`config.mk`:
```
export PLATFORM = sky130hd
export DESIGN_NAME = serial_word_receiver
export DESIGN_NICKNAME = d
export VERILOG_FILES = /design/src/rtl/serial_word_receiver.sv
export SDC_FILE = /design/constraint.sdc
export NUM_CORES = 1
export LEC_CHECK = 0
export ABC_AREA = 1
export BUFFER_PORTS_ARGS = -buffer_cell sky130_fd_sc_hd__buf_2
export CAP_MARGIN = 0
export CORE_AREA = 2 2 55 57
export CTS_CLUSTER_SIZE = 25
export DETAILED_ROUTE_END_ITERATION = 8
export DIE_AREA = 0 0 57 59
export PLACE_DENSITY = 0.75
export SETUP_SLACK_MARGIN = 0.5
export SLEW_MARGIN = 20
export SYNTH_ARGS = -nofsm -noshare
export SYNTH_HDL_FRONTEND = slang
export SYNTH_SLANG_ARGS = --single-unit
```
`constraint.sdc`:
```
create_clock -name clk -period 1.6 [get_ports clk]
set_input_delay 0.08 -clock clk [delete_from_list [all_inputs] [get_ports clk]]
set_output_delay 0.08 -clock clk [all_outputs]
set_load 0.01 [all_outputs]
```
`src/rtl/serial_word_receiver.sv`:
```
// Framed serial-to-parallel receiver: start/data/optional parity/stop, bit-strobe qualified,
// selectable bit order, result presented through a valid/ready holding register.
module serial_word_receiver #(
  parameter int WIDTH      = 8,
  parameter bit PARITY_ODD = 1'b0
) (
  input  logic             clk,
  input  logic             reset,
  input  logic             sin,
  input  logic             bit_en,
  input  logic             dir,
  input  logic             parity_en,
  input  logic             o_ready,
  output logic [WIDTH-1:0] o_data,
  output logic             o_valid,
  output logic             busy,
  output logic             frame_err,
  output logic             parity_err,
  output logic             overrun
);

  // state  | meaning
  // IDLE   | line idle, waiting for a start bit (sin=0)
  // DATA   | shifting in WIDTH data bits
  // PARITY | sampling the parity bit
  // STOP   | sampling the stop bit and delivering/rejecting the word
  typedef enum logic [1:0] {IDLE, DATA, PARITY, STOP} state_t;

  localparam int CW = $clog2(WIDTH + 1);

  state_t           state;
  logic [WIDTH-1:0] sr;
  logic [WIDTH-1:0] sr_next;
  logic [CW-1:0]    cnt;
  logic             dir_q;
  logic             par_q;
  logic             par_bad;

  always_comb begin
    sr_next = sr;
    if (dir_q) sr_next = {sr[WIDTH-2:0], sin};
    else       sr_next = {sin, sr[WIDTH-1:1]};
  end

  always_ff @(posedge clk) begin
    if (reset) begin
      state      <= IDLE;
      sr         <= '0;
      cnt        <= '0;
      dir_q      <= 1'b0;
      par_q      <= 1'b0;
      par_bad    <= 1'b0;
      o_data     <= '0;
      o_valid    <= 1'b0;
      busy       <= 1'b0;
      frame_err  <= 1'b0;
      parity_err <= 1'b0;
      overrun    <= 1'b0;
    end else begin
      frame_err  <= 1'b0;
      parity_err <= 1'b0;
      overrun    <= 1'b0;
      if (o_valid && o_ready) o_valid <= 1'b0;

      if (bit_en) begin
        case (state)
          IDLE: begin
            if (!sin) begin
              state   <= DATA;
              busy    <= 1'b1;
              dir_q   <= dir;
              par_q   <= parity_en;
              cnt     <= '0;
              sr      <= '0;
              par_bad <= 1'b0;
            end
          end
          DATA: begin
            sr  <= sr_next;
            cnt <= cnt + CW'(1);
            if (cnt == CW'(WIDTH - 1)) state <= par_q ? PARITY : STOP;
          end
          PARITY: begin
            par_bad <= ((^sr) ^ sin) != PARITY_ODD;
            state   <= STOP;
          end
          STOP: begin
            state <= IDLE;
            busy  <= 1'b0;
            // a word completing while the old one is consumed replaces it without overrun
            if (!sin)                      frame_err  <= 1'b1;
            else if (par_bad)              parity_err <= 1'b1;
            else if (!o_valid || o_ready) begin
              o_data  <= sr;
              o_valid <= 1'b1;
            end else                       overrun    <= 1'b1;
          end
          default: begin
            state <= IDLE;
            busy  <= 1'b0;
          end
        endcase
      end
    end
  end

endmodule

```
# Word-level counts from Yosys, hierarchy flattened
# Cells that the tools add are included.
# totals
regBits	30
wordCells	63
# classes
mux	22
n_reduce_logical	17
n_eq_ne	6
bitwise_logic	5
add_sub_neg	1
# op_table
cell	count
$mux W8	2
$pmux W8 S2	1
$reduce_and A3 Y1	5
$mux W1	12
$pmux W2 S4	1
$pmux W4 S2	1
$reduce_xor A8 Y1	1
$reduce_bool A2 Y1	3
$reduce_and A5 Y1	1
$reduce_or A5 Y1	1
$add A4 B1 Y4 const B	1
$eq A2 B2 Y1 const B	2
$eq A4 B3 Y1 const B	1
$mux W2	2
$mux W4	1
$ne A2 B2 Y1 const B	2
$not A1 Y1	4
$pmux W1 S2	2
$reduce_or A4 Y1	1
$reduce_or A3 Y1	1
$eq A2 B1 Y1 const B	1
$logic_not A2 Y1	1
$logic_and A1 B1 Y1	1
$logic_not A1 Y1	1
other kinds (2)	2

# Depth between registers and ports, before layout
# Gate-level depths: netlist of run 1.
# depth
depth_word	7
ltp_mapped	11

# Worst setup path before layout of run 1
# Ideal clock, no wire load.
# synth_timing
path_kind	reg2reg
startpoint	reg state[0]
endpoint	reg cnt[3]
stages_incl_launch_ff	10
path_buffers	1
setup_slack_ns	0.177
arrival_ns	1.298
setup_ns	0.125
cell_sequence	dfxtp_1 > inv_1 > ha_1 > nand2_1 > nand2_2 > a21oi_2 > buf_4 > inv_2 > nor3_1 > nor3_1
# synth_between
elab_chain_cells	3
# synth_lines
item	line	rtl
start, declared	31	state_t state;
start signal, assigned	81	if (cnt == CW'(WIDTH - 1)) state <= par_q ? PARITY : STOP;
$eq A2 B1 Y1 or $logic_not A2 Y1 (tied branches)	66	case (state)
$reduce_bool A2 Y1 (no source line) or $ne A2 B2 Y1 (tied branches)	-	
$reduce_and A3 Y1 (no source line)	-	
end signal, assigned	80	cnt <= cnt + CW'(1);
end, declared	34	logic [CW-1:0] cnt;
# Parallel ways exist; a longest one is shown, timed or not.
# A chain may end at the register's enable or synchronous reset.

# Worst setup path in the final report of run 1
# layout_timing
startpoint	reg state[0]
endpoint	reg sr[4]
# layout_between
elab_chain_cells	3
# layout_lines
item	line	rtl
$eq A2 B1 Y1 or $logic_not A2 Y1 (tied branches)	66	
$reduce_bool A2 Y1 (no source line) or $ne A2 B2 Y1 (tied branches)	-	
$reduce_and A3 Y1 (no source line)	-	
end signal, assigned	79	sr <= sr_next;
end, declared	32	logic [WIDTH-1:0] sr;
# Parallel ways exist; a longest one is shown, timed or not.

==> impl_metrics.yaml, run 1 <==
run_status:
  run_status: "finished clean"
timing:
  timing.final.crit_share_pct: 91.0
  fmax_mhz: 687
  rsz0062_at_grt: "true"
  endpoints_failing_setup: 0
  tightest_slew_ns: 0.449
  fin_worst_skew_ns: 0.00733
  finalMaxSlewViolations: 0
  fin_crit_ns: 1.46
  final.setup.tns_ns: 0
  final_hold_viols: 0
  maxSlewHeadroom_pct: 70.1
logic_synthesis:
  dominant_combinational_cell_family_by_area_after_synthesis: "simple AND/OR/NAND/NOR gates"
  synthXorXnorAreaFrac_pct: 1.21
  synth_simple_gate_area_share_pct: 25.1
  yosys.cell_count.top_type: "sky130_fd_sc_hd__nand2_1"
  seq_area_frac_synth_pct: 41.6
  post_synthesis_adder_cell_area_fraction_pct: 4.33
  yosys_warnings: 0
  synthDominantAreaCellType: "sky130_fd_sc_hd__dfxtp_1"
  synth_top_flop_cell: "sky130_fd_sc_hd__dfxtp_1"
  async_reset_ff_share_pct: 0
  synth.area.top_cells: "sky130_fd_sc_hd__dfxtp_1, sky130_fd_sc_hd__nand2_1, sky130_fd_sc_hd__a21oi_1, sky130_fd_sc_hd__o21ai_0, sky130_fd_sc_hd__nand3_1"
  top_cell_types_by_occurrence_after_synthesis: "sky130_fd_sc_hd__nand2_1, sky130_fd_sc_hd__dfxtp_1, sky130_fd_sc_hd__a21oi_1"
  avgSynthCellArea_um2: 7.18
  post_synth_mux_area_share_pct: 0
  syn_inst: 201
  synth_top_area_share_pct: 41.6
  synth_edf_count: 0
  synth-seq-cells: 30
  synth.lib_cells_used.distinct: 23
  synth-compound-area-share_pct: 19.8
  netlist_area_um2: 1440
  synth_fp_nets: 213
routing:
  drtAntennaViolNets: 0
  vias: 1492
  detail_route.iter0.violations: 52
  dr_vias_cell: 5.49
  routed_wire_length_per_instance_um: 14.7
  routed_wl_um: 4010
  drtPass1Iterations: 4
  drcViolationCount: 0
die:
  fp.coreArea_um2: 2710
  start_util_pct: 53.3
  chipHeight_um: 59
  pin_count: 20
  die_area_um2: 3360
  die_x_um: 57
  core.rowCount: 19
power_and_ir_drop:
  share_comb_of_total_power_pct: 34.5
  p_leak_uw: 0.000866
  clock_power_share_pct: 23.3
  power_switching_uw: 710
  power.share.switching_pct: 34.4
  sequentialPowerShare_pct: 42.3
  power_density_nw_per_um2: 995
  irDropWorstVdd_mv: 0.896
  power_uw: 2060
  power.internal_uw: 1350
global_route:
  grt_remaining_overflow: 0
  grt_pass1_vias: 1378
  antenna_violations_before_repair: 0
  grt_pass1_wl_um: 6260
  grt_max_degree: 20
  grt.total_usage_pct: 25.2
run:
  max_cap_violations: 0
clock_tree:
  tritoncts_clock_tree: "yes"
  clock_sinks: 30
  cts-htree-levels: 2
  clkLatencyLatePin_ns: 0.33
  clock_tree.root_cell: "sky130_fd_sc_hd__clkbuf_4"
  cts.path.max_buffers: 2
  holdBufCountCts: 0
  tritoncts.num_buffers: 5
  clkTransAtPathRegs_ns: 0.09
setup_path:
  worst-endpoint-arrival_ns: 1.71
  timing.setup.critical_path_class: "reg2reg"
  worst_ep_required_time_ns: 1.85
  setup.worst_path.start_class: "flop"
  critical_path.max_fanout: 5
  worst_setup_path_end_kind: "flop"
placement:
  finalWeightedCongestion: 0.864
  placedCellCount: 245
  detailed_place_hpwl_um: 2280
  io_buffers: 19
layout:
  filler_instances: 195
  layout-area-overhead-vs-synth_pct: 43.7
  multi_input_area_um2: 881
  finalNonFillerCells: 272
  ff_latch_area_um2: 616
  post_route_cells_drive_above_1_share_pct: 36.5
  finish.net_count: 252
  antenna-diode-count: 0
hold_path:
  hold_path.class: "in2reg"
==> path summary, 6_finish.rpt <==
kind	start	depth (start not counted)	slack [ns]	to
worst max-delay path	state[0]	9	0.14	sr[4]
worst min-delay path	dir	3	0.02	dir_q
worst max register to register	state[0]	9	0.14	sr[4]
worst min register to register	o_data[4]	2	0.47	o_data[4]
==> layout by cell type, fill, tap and decap left out, drive strengths merged <==
cell	instances
ha	5
buf	39
inv	23
a31oi	1
nand2	49
a21oi	23
nand3	15
nor2	14
nor3	6
clkinv	1
a211oi	6
clkbuf	6
o211a	1
o21ai	18
o211ai	2
xor2	2
dfxtp	30
==> timing repair <==
action | 4_1_cts | 5_1_grt
pin swaps | 8 | 7
setup buffers | 12 | 4
cloned | 3 | 0
endpoints found under the setup margin | 28 | 28
resized for setup | 25 | 30
==> cell type report <==
class,count,area share (%)
repair buffers,39,18.0
multi-input cells,142,42.5
clock buffers,6,2.47
clock inverters,2,0.543
flip-flops and latches,30,29.7
well taps,31,1.87
inverters,22,4.95
==> through the flow <==
| stage | area, µm² | util [%] | hold slack (ns) | worst slack (ns) |
|---|---|---|---|---|
| 3_5_place_dp | 1610 | 59.5 | 0.375 | 0.122 |
| 3_3_place_gp | 1610 | 59.5 | 0.368 | 0.176 |
| 2_1_floorplan | 1500 | - | 0.159 | 0.313 |
| 4_1_cts | 1950 | 71.8 | 0.0126 | 0.187 |
| 6_report | 2070 | 76.5 | 0.0200 | 0.143 |
| 5_1_grt | 2070 | 76.5 | 0.0248 | 0.0876 |
==> worst max-delay path: stages, from the launching register on <==
cell	delay (ns)
sky130_fd_sc_hd__dfxtp_4	0.39
sky130_fd_sc_hd__inv_4	0.04
sky130_fd_sc_hd__ha_4	0.17
sky130_fd_sc_hd__nand2_4	0.06
sky130_fd_sc_hd__nand2_4	0.07
sky130_fd_sc_hd__a21oi_4	0.20
sky130_fd_sc_hd__buf_6	0.14
sky130_fd_sc_hd__buf_16	0.11
sky130_fd_sc_hd__nor2_1	0.05
sky130_fd_sc_hd__a211oi_2	0.15
==> power groups by stage <==
| stage | sequential (µW) | clock [µW] | combinational, µW |
|---|---|---|---|
| global placement | 877 | 0 | 383 |
| global route | 879 | 525 | 768 |
| detailed placement | 879 | 0 | 397 |
| finish | 872 | 480 | 711 |
| floorplan | 866 | 0 | 313 |
| CTS | 860 | 496 | 613 |
==> per-layer routing <==
| layer | part of all wire (%) | up-vias | track usage, % |
|---|---|---|---|
| met5 | 0 | - | 0 |
| met4 | 2.1 | 0 | 11.3 |
| met3 | 5.8 | 12 | 6.11 |
| met2 | 52 | 48 | 45.2 |
| li1 | - | 744 | - |
| met1 | 40 | 688 | 28.3 |
==> registers in the layout, indices dropped and copies added, names as in the netlist, 2 cells and up <==
| name | flops |
|---|---|
| sr | 8 |
| state | 2 |
| cnt | 4 |
| o_data | 8 |
==> cells by family (layout without fill, tap and decap cells) <==
logic type | count (synthesis) | in the layout
AOI/OAI and AO/OA | 51 | 51
xor gates and xnor gates | 2 | 2
adders and majority gates | 5 | 5
buffers and inverters | 29 | 69
DFF | 30 | 30
and+or+nand+nor | 84 | 84
No activity file was read; power rests on OpenSTA's default activity.
==> inputs of run 2 (changes only) <==
Settings changed: CTS_BUF_LIST set to sky130_fd_sc_hd__clkbuf_16.
Clock period 1.6 ns to 1.5 ns, I/O delays scaled along.
==> run 2 against run 1 <==
  * Sequential power rose by 7.3%
  * Combinational power rose by 14%
  * Largest cell class unchanged
  * Worst setup slack got worse by 0.14 ns
  * Wire length rose by 22%
  * Non-clock buffer count rose by 4
  * Largest power group is now the clock network
  * Sequential share of layout area fell by 1.7 points
  * Count of clock-buffer cells in the layout fell by 1
==> impl_metrics.yaml, run 2 (same netlist as run 1, synthesis figures left out) <==
routing:
  routed_wire_length_per_instance_um: 17.7
  vias: 1616
  routed_wl_um: 4880
  drcViolationCount: 0
  drtPass1Iterations: 5
  detail_route.iter0.violations: 110
  drtAntennaViolNets: 0
  dr_vias_cell: 5.88
die:
  fp.coreArea_um2: 2710
  core.rowCount: 19
  chipHeight_um: 59
  pin_count: 20
  die_area_um2: 3360
  die_x_um: 57
  start_util_pct: 53.3
timing:
  fmax_mhz: 667
  fin_crit_ns: 1.50
  fin_worst_skew_ns: 0.00298
  tightest_slew_ns: 0.455
  finalMaxSlewViolations: 0
  final_hold_viols: 0
  endpoints_failing_setup: 0
  maxSlewHeadroom_pct: 69.6
  rsz0062_at_grt: "true"
  timing.final.crit_share_pct: 100
power_and_ir_drop:
  irDropWorstVdd_mv: 1.49
  power_switching_uw: 853
  p_leak_uw: 0.000942
  sequentialPowerShare_pct: 34.8
  power.share.switching_pct: 31.7
  power_uw: 2690
  share_comb_of_total_power_pct: 30.2
  power.internal_uw: 1840
  power_density_nw_per_um2: 1200
  clock_power_share_pct: 35.0
clock_tree:
  clkLatencyLatePin_ns: 0.28
  clock_tree.root_cell: "sky130_fd_sc_hd__clkbuf_16"
  cts.path.max_buffers: 2
  tritoncts.num_buffers: 5
  clock_sinks: 30
  tritoncts_clock_tree: "yes"
  cts-htree-levels: 2
  clkTransAtPathRegs_ns: 0.05
layout:
  filler_instances: 157
  layout_top_registers: "o_data (8), sr (8), cnt (4)"
  final_area_um2: 2240
  ff_latch_area_um2: 626
  finish.net_count: 256
  antenna-diode-count: 0
  layout.cells.most_common_list: "sky130_fd_sc_hd__nand2_1, sky130_fd_sc_hd__dfxtp_1, sky130_fd_sc_hd__buf_2, sky130_fd_sc_hd__a21oi_1, sky130_fd_sc_hd__inv_1"
  multi_input_area_um2: 931
  layout-area-overhead-vs-synth_pct: 54.9
  final_standard_cell_utilization_of_the_core_pct: 82.5
  finalNonFillerCells: 275
  post_route_cells_drive_above_1_share_pct: 43.0
  final_common_cell: "sky130_fd_sc_hd__nand2_1"
setup_path:
  timing.setup.critical_path_class: "reg2reg"
  worst-endpoint-arrival_ns: 1.69
  worst_setup_path_end_kind: "flop"
  worst_ep_required_time_ns: 1.69
  setup.worst_path.start_class: "flop"
  critical_path.max_fanout: 5
global_route:
  grt_max_degree: 20
  grt.total_usage_pct: 30.1
  grt_remaining_overflow: 0
  grt_pass1_vias: 1566
  antenna_violations_before_repair: 0
  grt_pass1_wl_um: 7500
hold_path:
  hold_path.class: "in2reg"
run:
  max_cap_violations: 0
placement:
  detailed_place_hpwl_um: 2520
  postPlaceCellArea_um2: 1630
  io_buffers: 19
  placedCellCount: 246
  finalWeightedCongestion: 0.836
run_status:
  run_status: "finished clean"
## run 2: cell count changes in the layout (fill, tap and decap cells not counted), sizes merged
cell	change
clkinv	+1
inv	-1
buf	+4
clkbuf	-1
## run 2: what timing repair did
action | 4_1_cts | 5_1_grt
hold buffers | 0 | 0
pin swaps | 16 | 5
endpoints found under the setup margin | 28 | 30
gates cloned | 4 | 0
buffers inserted | 14 | 4
resized for setup | 37 | 36
## run 2: layout make-up
type / count / area share, %
multi-input cells: 142 / 41.6
flip-flops and latches: 30 / 28.0
well taps: 31 / 1.73
clock inverters: 2 / 0.447
inverters: 22 / 4.25
clock buffers: 5 / 5.59
repair buffers: 43 / 18.4
## run 2: worst paths after layout
check / from / to / slack [ns] / cells past startpoint
worst max-delay path: state[0] / sr[7] / 0.0003 / 9
worst min-delay path: parity_en / par_q / 0.09 / 3
worst max register to register: state[0] / sr[7] / 0.0003 / 9
worst min register to register: busy / busy / 0.46 / 2
## run 2: stage by stage
stage | setup TNS, ns | hold slack [ns] | worst slack [ns]
after CTS | 0 | 0.0629 | 0.0560
after floorplan | 0 | 0.154 | 0.213
after global routing | -0.0521 | 0.109 | -0.0459
after global placement | 0 | 0.347 | 0.135
final | 0 | 0.0871 | 0.000317
after detailed placement | 0 | 0.349 | 0.0229
## run 2: power groups by stage
stage / clock network (µW) / registers [µW] / logic, µW
CTS: 934 / 930 / 689
global placement: 0 / 935 / 410
finish: 942 / 936 / 813
detailed placement: 0 / 942 / 438
global route: 971 / 941 / 875
floorplan: 0 / 923 / 334
## run 2: metal layers
layer,global-route usage (%),part of all wire (%),up-vias
met5,0,0,-
met4,19.3,4.6,0
met3,7.86,7.3,27
met2,52.5,52,78
met1,32.3,36,754
li1,-,-,757
## run 2: worst max-delay path, stage by stage (launching register included)
cell	delay (ns)
sky130_fd_sc_hd__dfxtp_4	0.37
sky130_fd_sc_hd__inv_4	0.04
sky130_fd_sc_hd__ha_4	0.17
sky130_fd_sc_hd__nand2_4	0.07
sky130_fd_sc_hd__nand2_4	0.05
sky130_fd_sc_hd__a21oi_4	0.21
sky130_fd_sc_hd__buf_6	0.17
sky130_fd_sc_hd__buf_16	0.12
sky130_fd_sc_hd__o21ai_2	0.04
sky130_fd_sc_hd__a21oi_1	0.16
